===== config.mk =====
export PLATFORM = sky130hd
export DESIGN_NAME = avalon_matrix_loader_flat
export DESIGN_NICKNAME = d
export VERILOG_FILES = /design/src/rtl/avalon_matrix_loader_pkg.sv /design/src/rtl/avalon_matrix_loader_if.sv /design/src/rtl/avalon_matrix_loader_row_fifo.sv /design/src/rtl/avalon_matrix_loader.sv /design/src/flat_wrapper.sv
export SDC_FILE = /design/constraint.sdc
export NUM_CORES = 1
export LEC_CHECK = 0
export BUFFER_PORTS_ARGS = -buffer_cell sky130_fd_sc_hd__clkbuf_2
export CORE_UTILIZATION = 50
export DETAILED_ROUTE_END_ITERATION = 8
export MAX_ROUTING_LAYER = met4
export PLACE_DENSITY = 0.81
export SLEW_MARGIN = 20
export SYNTH_ARGS = -nofsm -noshare
export SYNTH_HDL_FRONTEND = slang
export SYNTH_SLANG_ARGS = --single-unit
export TNS_END_PERCENT = 20

===== constraint.sdc =====
create_clock -name clk -period 5.2 [get_ports clk]
set_input_delay 0 -clock clk [delete_from_list [all_inputs] [get_ports clk]]
set_output_delay 0 -clock clk [all_outputs]
set_load 0.03 [all_outputs]

===== src/rtl/avalon_matrix_loader_pkg.sv =====
// Shared types and helpers for the Avalon-MM matrix/vector loader.
package avalon_loader_pkg;

  typedef enum logic [1:0] {
    ST_IDLE = 2'd0,
    ST_RUN  = 2'd1,
    ST_DONE = 2'd2
  } state_t;

  localparam int unsigned SEL_MAX_BUS_W  = 32'd1024;
  localparam int unsigned SEL_MAX_ELEM_W = 32'd64;

  // Element idx of a word holding n elements of elem_w bits; msb_first puts element 0 at the top.
  function automatic logic [SEL_MAX_ELEM_W-1:0] sel_elem(
    input logic [SEL_MAX_BUS_W-1:0] word,
    input int unsigned              idx,
    input int unsigned              n,
    input int unsigned              elem_w,
    input logic                     msb_first
  );
    int unsigned shift;
    shift = msb_first ? (n - 32'd1 - idx) * elem_w : idx * elem_w;
    return SEL_MAX_ELEM_W'(word >> shift);
  endfunction

endpackage


===== src/rtl/avalon_matrix_loader_if.sv =====
// Avalon-MM read-only bus between the loader (master) and memory (slave).
interface avalon_matrix_loader_if #(
  parameter int unsigned BUS_W = 32'd64
);
  logic [31:0]      avm_address;
  logic             avm_read;
  logic [BUS_W-1:0] avm_readdata;
  logic             avm_readdatavalid;
  logic             avm_waitrequest;

  modport master (
    output avm_address, avm_read,
    input  avm_readdata, avm_readdatavalid, avm_waitrequest
  );

  modport slave (
    input  avm_address, avm_read,
    output avm_readdata, avm_readdatavalid, avm_waitrequest
  );
endinterface


===== src/rtl/avalon_matrix_loader_row_fifo.sv =====
// Small synchronous FIFO holding returned row words until they are unpacked.
module loader_row_fifo #(
  parameter int unsigned W     = 32'd64,
  parameter int unsigned DEPTH = 32'd2,
  parameter int unsigned CNT_W = $clog2(DEPTH + 32'd1)
) (
  input  logic             clk,
  input  logic             rst_n,
  input  logic             push,
  input  logic [W-1:0]     wdata,
  input  logic             pop,
  output logic [W-1:0]     rdata,
  output logic [CNT_W-1:0] count
);

  localparam int unsigned PTR_W = (DEPTH > 32'd1) ? $clog2(DEPTH) : 32'd1;

  logic [W-1:0]     mem_r [DEPTH];
  logic [PTR_W-1:0] wr_ptr_r;
  logic [PTR_W-1:0] rd_ptr_r;
  logic [CNT_W-1:0] count_r;

  // Storage array, written only on push.
  always_ff @(posedge clk) begin
    if (push) begin
      mem_r[wr_ptr_r] <= wdata;
    end
  end

  // Pointer and occupancy bookkeeping; the caller never pushes when full or pops when empty.
  always_ff @(posedge clk or negedge rst_n) begin
    if (!rst_n) begin
      wr_ptr_r <= '0;
      rd_ptr_r <= '0;
      count_r  <= '0;
    end else begin
      if (push) begin
        wr_ptr_r <= (wr_ptr_r == PTR_W'(DEPTH - 32'd1)) ? '0 : wr_ptr_r + PTR_W'(1);
      end
      if (pop) begin
        rd_ptr_r <= (rd_ptr_r == PTR_W'(DEPTH - 32'd1)) ? '0 : rd_ptr_r + PTR_W'(1);
      end
      count_r <= count_r + CNT_W'(push) - CNT_W'(pop);
    end
  end

  assign rdata = mem_r[rd_ptr_r];
  assign count = count_r;

endmodule


===== src/rtl/avalon_matrix_loader.sv =====
// Avalon-MM read master: fetches N matrix rows plus one vector row and unpacks
// them element by element into the per-row A FIFOs and the B FIFO.
module avalon_matrix_loader
  import avalon_loader_pkg::*;
#(
  parameter int unsigned N           = 32'd8,
  parameter int unsigned ELEM_W      = 32'd8,
  parameter int unsigned BASE_ADDR   = 32'd0,
  parameter int unsigned ADDR_STRIDE = 32'd1,
  parameter int unsigned DEPTH       = 32'd2,
  parameter int unsigned MSB_FIRST   = 32'd1,
  parameter int unsigned AUTO_START  = 32'd0
) (
  input  logic                      clk,
  input  logic                      rst_n,
  input  logic                      start,
  avalon_matrix_loader_if.master    avm,
  output logic [N-1:0]              a_wren,
  output logic [N*ELEM_W-1:0]       a_data,
  input  logic [N-1:0]              a_full,
  output logic                      b_wren,
  output logic [ELEM_W-1:0]         b_data,
  input  logic                      b_full,
  output logic                      busy,
  output logic                      done,
  output logic                      err,
  output logic [$clog2(N+1)-1:0]    dbg_row,
  output logic [$clog2(N)-1:0]      dbg_elem
);

  localparam int unsigned BUS_W   = N * ELEM_W;
  localparam int unsigned ROW_W   = $clog2(N + 32'd1);
  localparam int unsigned EIDX_W  = $clog2(N);
  localparam int unsigned ISSUE_W = $clog2(N + 32'd2);
  localparam int unsigned CNT_W   = $clog2(DEPTH + 32'd1);
  localparam logic [CNT_W:0] DEPTH_C = (CNT_W + 1)'(DEPTH);

  state_t              state_r;
  logic [ISSUE_W-1:0]  issue_row_r;
  logic [ROW_W-1:0]    drain_row_r;
  logic [EIDX_W-1:0]   drain_elem_r;
  logic [CNT_W-1:0]    outstanding_r;
  logic                busy_r;
  logic                done_r;
  logic                err_r;
  logic                auto_r;

  logic [CNT_W-1:0]          fifo_count_s;
  logic [BUS_W-1:0]          head_s;
  logic                      head_valid_s;
  logic                      read_s;
  logic                      accept_s;
  logic                      push_s;
  logic                      pop_s;
  logic                      spurious_s;
  logic                      wr_s;
  logic                      last_elem_s;
  logic                      start_eff_s;
  logic [SEL_MAX_ELEM_W-1:0] elem_full_s;
  logic [ELEM_W-1:0]         elem_s;
  logic [N-1:0]              a_wren_s;
  logic [N*ELEM_W-1:0]       a_data_s;
  logic                      b_wren_s;
  logic [ELEM_W-1:0]         b_data_s;

  // Reads in flight plus rows already buffered never exceed DEPTH, so a return always has a slot.
  assign read_s = (state_r == ST_RUN) && (issue_row_r <= ISSUE_W'(N)) &&
                  (({1'b0, outstanding_r} + {1'b0, fifo_count_s}) < DEPTH_C);
  assign avm.avm_read    = read_s;
  assign avm.avm_address = read_s ? (32'(BASE_ADDR) + 32'(issue_row_r) * 32'(ADDR_STRIDE)) : 32'd0;

  assign accept_s     = read_s && !avm.avm_waitrequest;
  assign push_s       = avm.avm_readdatavalid && (outstanding_r != '0);
  assign spurious_s   = avm.avm_readdatavalid && (outstanding_r == '0);
  assign head_valid_s = (fifo_count_s != '0);
  assign last_elem_s  = (drain_elem_r == EIDX_W'(N - 32'd1));
  assign pop_s        = wr_s && last_elem_s;
  assign start_eff_s  = start || auto_r;
  assign elem_full_s  = sel_elem(SEL_MAX_BUS_W'(head_s), 32'(drain_elem_r), N, ELEM_W, 1'(MSB_FIRST));
  assign elem_s       = elem_full_s[ELEM_W-1:0];

  loader_row_fifo #(
    .W     (BUS_W),
    .DEPTH (DEPTH),
    .CNT_W (CNT_W)
  ) u_row_fifo (
    .clk   (clk),
    .rst_n (rst_n),
    .push  (push_s),
    .wdata (avm.avm_readdata),
    .pop   (pop_s),
    .rdata (head_s),
    .count (fifo_count_s)
  );

  // Drain steering: the full flag gates the write in the same cycle.
  always_comb begin
    a_wren_s = '0;
    a_data_s = '0;
    b_wren_s = 1'b0;
    b_data_s = '0;
    wr_s     = 1'b0;
    if ((state_r == ST_RUN) && head_valid_s) begin
      if (drain_row_r == ROW_W'(N)) begin
        b_wren_s = !b_full;
        b_data_s = elem_s;
        wr_s     = !b_full;
      end else begin
        for (int r = 0; r < N; r++) begin
          if (drain_row_r == ROW_W'(r)) begin
            a_wren_s[r]                  = !a_full[r];
            a_data_s[r*ELEM_W +: ELEM_W] = elem_s;
            wr_s                         = !a_full[r];
          end else begin
            a_wren_s[r] = 1'b0;
          end
        end
      end
    end else begin
      wr_s = 1'b0;
    end
  end

  // Control FSM with issue, return and drain bookkeeping.
  always_ff @(posedge clk or negedge rst_n) begin
    if (!rst_n) begin
      state_r       <= ST_IDLE;
      issue_row_r   <= '0;
      drain_row_r   <= '0;
      drain_elem_r  <= '0;
      outstanding_r <= '0;
      busy_r        <= 1'b0;
      done_r        <= 1'b0;
      err_r         <= 1'b0;
      auto_r        <= 1'(AUTO_START);
    end else begin
      auto_r <= 1'b0;
      if (spurious_s) begin
        err_r <= 1'b1;
      end
      case (state_r)
        ST_IDLE, ST_DONE: begin
          if (start_eff_s) begin
            state_r       <= ST_RUN;
            issue_row_r   <= '0;
            drain_row_r   <= '0;
            drain_elem_r  <= '0;
            outstanding_r <= '0;
            busy_r        <= 1'b1;
            done_r        <= 1'b0;
            err_r         <= spurious_s;
          end
        end
        ST_RUN: begin
          outstanding_r <= outstanding_r + CNT_W'(accept_s) - CNT_W'(push_s);
          if (accept_s) begin
            issue_row_r <= issue_row_r + ISSUE_W'(1);
          end
          if (wr_s) begin
            if (last_elem_s) begin
              drain_elem_r <= '0;
              if (drain_row_r == ROW_W'(N)) begin
                state_r <= ST_DONE;
                busy_r  <= 1'b0;
                done_r  <= 1'b1;
              end else begin
                drain_row_r <= drain_row_r + ROW_W'(1);
              end
            end else begin
              drain_elem_r <= drain_elem_r + EIDX_W'(1);
            end
          end
        end
        default: begin
          state_r <= ST_IDLE;
        end
      endcase
    end
  end

  assign a_wren   = a_wren_s;
  assign a_data   = a_data_s;
  assign b_wren   = b_wren_s;
  assign b_data   = b_data_s;
  assign busy     = busy_r;
  assign done     = done_r;
  assign err      = err_r;
  assign dbg_row  = drain_row_r;
  assign dbg_elem = drain_elem_r;

endmodule


===== src/flat_wrapper.sv =====
// flat-port wrapper written by rule: the top's interface ports become plain ports
module avalon_matrix_loader_flat import avalon_loader_pkg::*;
#(
  parameter int unsigned N           = 32'd8,
  parameter int unsigned ELEM_W      = 32'd8,
  parameter int unsigned BASE_ADDR   = 32'd0,
  parameter int unsigned ADDR_STRIDE = 32'd1,
  parameter int unsigned DEPTH       = 32'd2,
  parameter int unsigned MSB_FIRST   = 32'd1,
  parameter int unsigned AUTO_START  = 32'd0
)
  (clk, rst_n, start, a_wren, a_data, a_full, b_wren, b_data, b_full, busy, done, err, dbg_row, dbg_elem, avm_avm_address, avm_avm_read, avm_avm_readdata, avm_avm_readdatavalid, avm_avm_waitrequest);
  avalon_matrix_loader_if #(.BUS_W((64))) avm_i ();
  input  logic clk;
  input  logic rst_n;
  input  logic start;
  output logic [N-1:0] a_wren;
  output logic [N*ELEM_W-1:0] a_data;
  input  logic [N-1:0] a_full;
  output logic b_wren;
  output logic [ELEM_W-1:0] b_data;
  input  logic b_full;
  output logic busy;
  output logic done;
  output logic err;
  output logic [$clog2(N+1)-1:0] dbg_row;
  output logic [$clog2(N)-1:0] dbg_elem;
  output wire logic [$bits(avm_i.avm_address)-1:0] avm_avm_address;
  output wire logic [$bits(avm_i.avm_read)-1:0] avm_avm_read;
  input wire logic [$bits(avm_i.avm_readdata)-1:0] avm_avm_readdata;
  input wire logic [$bits(avm_i.avm_readdatavalid)-1:0] avm_avm_readdatavalid;
  input wire logic [$bits(avm_i.avm_waitrequest)-1:0] avm_avm_waitrequest;
  assign avm_avm_address = avm_i.avm_address;
  assign avm_avm_read = avm_i.avm_read;
  assign avm_i.avm_readdata = avm_avm_readdata;
  assign avm_i.avm_readdatavalid = avm_avm_readdatavalid;
  assign avm_i.avm_waitrequest = avm_avm_waitrequest;
  avalon_matrix_loader #(.N(N), .ELEM_W(ELEM_W), .BASE_ADDR(BASE_ADDR), .ADDR_STRIDE(ADDR_STRIDE), .DEPTH(DEPTH), .MSB_FIRST(MSB_FIRST), .AUTO_START(AUTO_START)) u_core (.clk(clk), .rst_n(rst_n), .start(start), .avm(avm_i), .a_wren(a_wren), .a_data(a_data), .a_full(a_full), .b_wren(b_wren), .b_data(b_data), .b_full(b_full), .busy(busy), .done(done), .err(err), .dbg_row(dbg_row), .dbg_elem(dbg_elem));
endmodule

# Yosys cells after proc, flatten, opt, wreduce, memory -nomap -nowiden
# Memories as Yosys holds them, arrays and structs flattened.
# Cells that the tools add are included.
# totals
reg_bits,22
latch_bits,0
mem_bits_rw,128
romBits,0
input_bits,78
wordCells,142
mem_count,1
# op_classes
add_sub_neg,11
n_mul,0
n_div,0
order_cmp,2
n_eq_ne,17
shifts,1
mux,69
bitwise,0
reduce_logical,30
# mem_list
name,depth,width,rd,rd_clocked_by_memory_dff,write_ports,line_no,text
u_core.u_row_fifo.mem_r,2,64,1,0,1,avalon_matrix_loader_row_fifo.sv:18,logic [W-1:0] mem_r [DEPTH];
# op_table
operator,count
64-bit 2-to-1 mux,2
8-bit 2-to-1 mux,12
64-bit by 32-bit right shift with 8-bit output,1
1-bit 2-to-1 mux,34
4-bit 2-to-1 mux,6
4-bit by 3-bit == test with 1-bit output (second input constant),4
4-bit one-hot mux with 2 select lines,2
1-bit logical NOT,10
2-bit 2-to-1 mux,5
5-bit AND reduction,2
3-bit 2-to-1 mux,3
4-bit by 1-bit adder with 4-bit output (second input constant),2
4-bit by 2-bit == test with 1-bit output (second input constant),2
2-bit one-hot mux with 2 select lines,2
1-bit logical AND,7
2-bit by 1-bit != test with 1-bit output (second input constant),3
2-bit != test (second input constant),3
3-bit one-hot mux with 2 select lines,1
3-bit AND reduction,2
2-bit nonzero test,3
2-bit by 1-bit adder with 2-bit output,2
4-bit by 1-bit == test with 1-bit output (second input constant),1
4-bit == test (second input constant),1
4-bit <= comparator (second input constant),1
other kinds (15),19

# Logic depth before layout (Yosys ltp)
# logic_depth
depth_word,13
mapped_depth,12

# Hierarchy
# A second synthesis with hierarchy kept.
# hier_totals
cells_unflattened,491
area_unflattened_um2,7307.0
# modules_own_cells
mod,instances,cells_each,area_each_um2
loader_row_fifo,1,212,5011.1
avalon_matrix_loader,1,279,2296.0

# Least setup slack after synthesis
# Ideal clock, no wire load.
# synth_path
path_type,register to register
from,register u_core.outstanding_r[1]
to,"memory u_core.u_row_fifo.mem_r[0][0] in the netlist's numbering, enable pin"
setup_time_ns,0.487
arrival_time_ns,3.299
path_slack_ns,1.415
path_stages_with_launch,3
path_buffers,0
synth_period_minus_slack_ns,3.785
cell_sequence,dfrtp_1 > o21ai_0 > nor2_1
# synth_between
elab_chain_len,4
# synth_lines
element,line_no,text
"start, declared",avalon_matrix_loader.sv:42,logic [CNT_W-1:0] outstanding_r;
"start signal, assigned",avalon_matrix_loader.sv:155,outstanding_r <= outstanding_r + CNT_W'(accept_s) - CNT_W'(push_s);
2-bit nonzero test,avalon_matrix_loader.sv:73,assign push_s = avm.avm_readdatavalid && (outstanding_r != '0);
1-bit logical AND,avalon_matrix_loader.sv:73,
1-bit 2-to-1 mux,avalon_matrix_loader_row_fifo.sv:25,if (push) begin
1-bit 2-to-1 mux (not written as such),avalon_matrix_loader_row_fifo.sv:26,mem_r[wr_ptr_r] <= wdata;
"end, declared",avalon_matrix_loader_row_fifo.sv:18,
# No other way between the ends.

# Worst setup path in the final report
# layout_path
from,register u_core.u_row_fifo.rd_ptr_r
to,output port a_data[6]
# layout_between
elab_chain_len,5
# layout_lines
element,line_no,text
"start, declared",avalon_matrix_loader_row_fifo.sv:20,logic [PTR_W-1:0] rd_ptr_r;
"start signal, assigned",avalon_matrix_loader_row_fifo.sv:41,rd_ptr_r <= (rd_ptr_r == PTR_W'(DEPTH - 32'd1)) ? '0 : rd_ptr_r + PTR_W'(1);
memory read 2 x 64 bit,n/a,
64-bit by 32-bit right shift with 8-bit output,avalon_matrix_loader_pkg.sv:23,return SEL_MAX_ELEM_W'(word >> shift);
8-bit 2-to-1 mux,avalon_matrix_loader.sv:110,if (drain_row_r == ROW_W'(r)) begin
64-bit 2-to-1 mux,avalon_matrix_loader.sv:104,if (drain_row_r == ROW_W'(N)) begin
64-bit 2-to-1 mux,avalon_matrix_loader.sv:103,if ((state_r == ST_RUN) && head_valid_s) begin
"end, declared",flat_wrapper.sv:18,output logic [N*ELEM_W-1:0] a_data;
# No other way between the ends.

==> flow_summary.ini <==
[routing]
vias = 4930
route.met3.wl_um = 1150
dr.first_iter.drc_count = 449
drtAntennaViolNets = 0
route.met2.wl_um = 8660
detail_route.wirelength_um = 16700
firstDrtPassIters = 5
wl_met1_um = 6580
drc = 0
vias_per_cell = 5.44
top_layer = met4
wire_per_inst_um = 18.5

[placed_design]
portBuffers = 173
place_area_um2 = 7950
gp_congestion = 0.915
dpl.hpwl_um = 10800

[grt]
grt.total_usage_pct = 24.6
grt-ovfl-total = 0
grt_start_max_net_pins = 65
antenna_found_initial = 0
grt_pass1_vias = 4845
grt_pass1_wl_um = 25400

[pwr]
finalPower_mw = 5.11
powerDensity_nw_per_um2 = 556
ir_drop_mv = 0.319
leakage_nw = 3.84

[timing]
setup_viol = 0
period_needed_ps = 3140
period_share_pct = 60.4
fmaxAchievable_ghz = 0.318
skew_ps = 11.5
drv_slew = 0
rsz0062_at_grt = no
tightest_slew_ps = 1090
maxSlewHeadroom_pct = 27.3
setup_tns_ps = 0
finalHoldViolCount = 0

[synth]
yosys.area.top_type = edfxtp_1
ys_seq_area_share_pct = 62.5
async_reset_ff_share_pct = 14.7
avgSynthCellArea_um2 = 14.9
syn_inst = 470
synthTopCellsByCount = edfxtp_1 (128), nor2_1 (89), nand2_1 (30)
yosysWarnings = 0
yosys_register_bits = 150
synth_ff_type = edfxtp_1
ys_types = 51
synth_area_leaders = edfxtp_1 (55%), dfrtp_1 (7.8%), mux4_1 (7.1%), nor2_1 (4.8%), mux4_2 (4.2%)
syn_area_um2 = 7030
synth_top_cell_area_share_pct = 54.7
synth_edf_count = 128
synth_most_common_cell = edfxtp_1

[clock_network]
clock-root-buffer = clkbuf_16
cts_sinks = 150
clockBufferDepth = 2
clk_pin_slew_ps = 60
cts_setup_buffers = 0
cts_resized = 0
cts_buffers = 17
hold_buffers = 69
cts.htree.levels = 4
insertion_delay_ps = 420
cts_tree = done

[die]
die_area_um2 = 14500
fp.dieH_um = 121
ios = 202
die_x_um = 121
initial_core_util_pct = 52.2
num_rows = 42
fp.coreArea_um2 = 13500

[critical_path]
reg2reg_from = u_core.dbg_elem[2]$_DFFE_PN0P_
start_kind = flop
r2r-end = u_core.u_row_fifo.count[1]$_DFF_PN0_
crit_fanout = 33
endpoint_kind = output pin
cp.arrival_ps = 3140
reg2reg_slack_ps = 2390
rr_worst_depth = 8
critical_path_class = reg -> out
cp.required_ps = 5200

[run_status]
outcome = finished, final reports clean

[finish]
diodes = 0
post-route-cell-area_um2 = 9190
final_core_util_pct = 68.3
nets = 808
drive_above_1_share_pct = 33.4
area_delta_synth_final_pct = 30.8

[worst_hold_path]
hp-class = in -> async

[run]
max_cap_violations = 0
==> area by class of cell <==
class | instances | area [µm²]
repair buffers | 246 | 1590
clock buffers | 20 | 437
well taps | 176 | 220
multi-input cells | 289 | 2390
flip-flops and latches | 150 | 4400
inverters | 13 | 48.8
clock inverters | 12 | 106
fillers | 910 | 4270
==> worst max path at each step <==
stage                                                 from  slack [ps]                                       to  cells past startpoint
global route        u_core.u_row_fifo.rd_ptr_r$_DFFE_PN0P_        1910                               a_data[54]                      6
global placement            u_core.dbg_elem[2]$_DFFE_PN0P_        2440     u_core.u_row_fifo.count[1]$_DFF_PN0_                      8
floorplan              u_core.outstanding_r[1]$_DFFE_PN0P_        1410  u_core.u_row_fifo.mem_r[0][0]$_DFFE_PP_                      2
CTS                 u_core.u_row_fifo.rd_ptr_r$_DFFE_PN0P_        2060                               a_data[14]                      6
finish              u_core.u_row_fifo.rd_ptr_r$_DFFE_PN0P_        2060                                a_data[6]                      6
detailed placement          u_core.dbg_elem[2]$_DFFE_PN0P_        2390     u_core.u_row_fifo.count[1]$_DFF_PN0_                      8
==> cells by family after synthesis <==
group	share of synthesized area [%]
compound gates	5.73
xor+xnor	0.748
fa+ha+maj	2.42
buf+inv	4.97
flops	62.5
mux	14.6
other cells	0.0534
simple gates	8.98
==> cell usage in the layout, fill, tap and decap left out, types with 3 or more instances in the layout <==
master / Yosys / final
nor2_1: 89 / 88
a211oi_1: 3 / 3
clkbuf_2: 0 / 173
clkinvlp_4: 0 / 5
conb_1: 1 / 28
o31ai_1: 5 / 5
mux4_1: 19 / 19
nand2b_1: 7 / 7
a21oi_1: 3 / 3
mux2_2: 8 / 8
o21ai_0: 3 / 3
and2_1: 7 / 6
clkbuf_1: 10 / 3
mux2i_1: 14 / 14
mux4_2: 13 / 13
o21ai_4: 7 / 7
nand2_1: 30 / 30
inv_1: 13 / 13
clkbuf_16: 0 / 17
nor2b_1: 3 / 3
dfrtp_1: 22 / 21
ha_1: 12 / 12
edfxtp_1: 128 / 128
xnor2_1: 4 / 4
buf_4: 28 / 4
dlygate4sd3_1: 0 / 69
==> where the power goes <==
part	leakage, nW	switching, mW	internal [mW]
combinational	2.14	1.35	0.795
sequential	1.45	0.213	1.63
clock	0.248	0.465	0.655
total	3.84	2.03	3.08
==> through the flow <==
stage	instances	hold WS (ps)	setup WS, ps
after floorplan	497	-296	1410
after global placement	805	2.19	2440
after detailed placement	805	12.5	2390
after CTS	906	112	2060
after global routing	906	160	1910
final	906	110	2060
==> metal layers <==
| metal | GRT usage, % | vias up |
|---|---|---|
| met2 | 40.9 | 289 |
| met4 | 8.41 | 0 |
| li1 | - | 2206 |
| met1 | 29.5 | 2404 |
| met5 | - | - |
| met3 | 6.08 | 31 |
==> flip-flops by register name, indices dropped and copies added, names as in the netlist <==
signal / count
u_core.busy: 1
u_core.state_r: 2
u_core.outstanding_r: 2
u_core.done: 1
u_core.issue_row_r: 4
u_core.u_row_fifo.count: 2
u_core.dbg_elem: 3
u_core.u_row_fifo.wr_ptr_r: 1
u_core.u_row_fifo.mem_r: 128
u_core.err: 1
u_core.dbg_row: 4
u_core.u_row_fifo.rd_ptr_r: 1
==> worst max-delay path, cell delays in order (launching register included) <==
cell and delay, ps:
dfrtp_2 1030, mux4_1 650, mux2i_1 270, nand2_1 180, o21ai_2 230, nor2_1 120
clkbuf_2 210
Power figures use the tool's default switching activity.
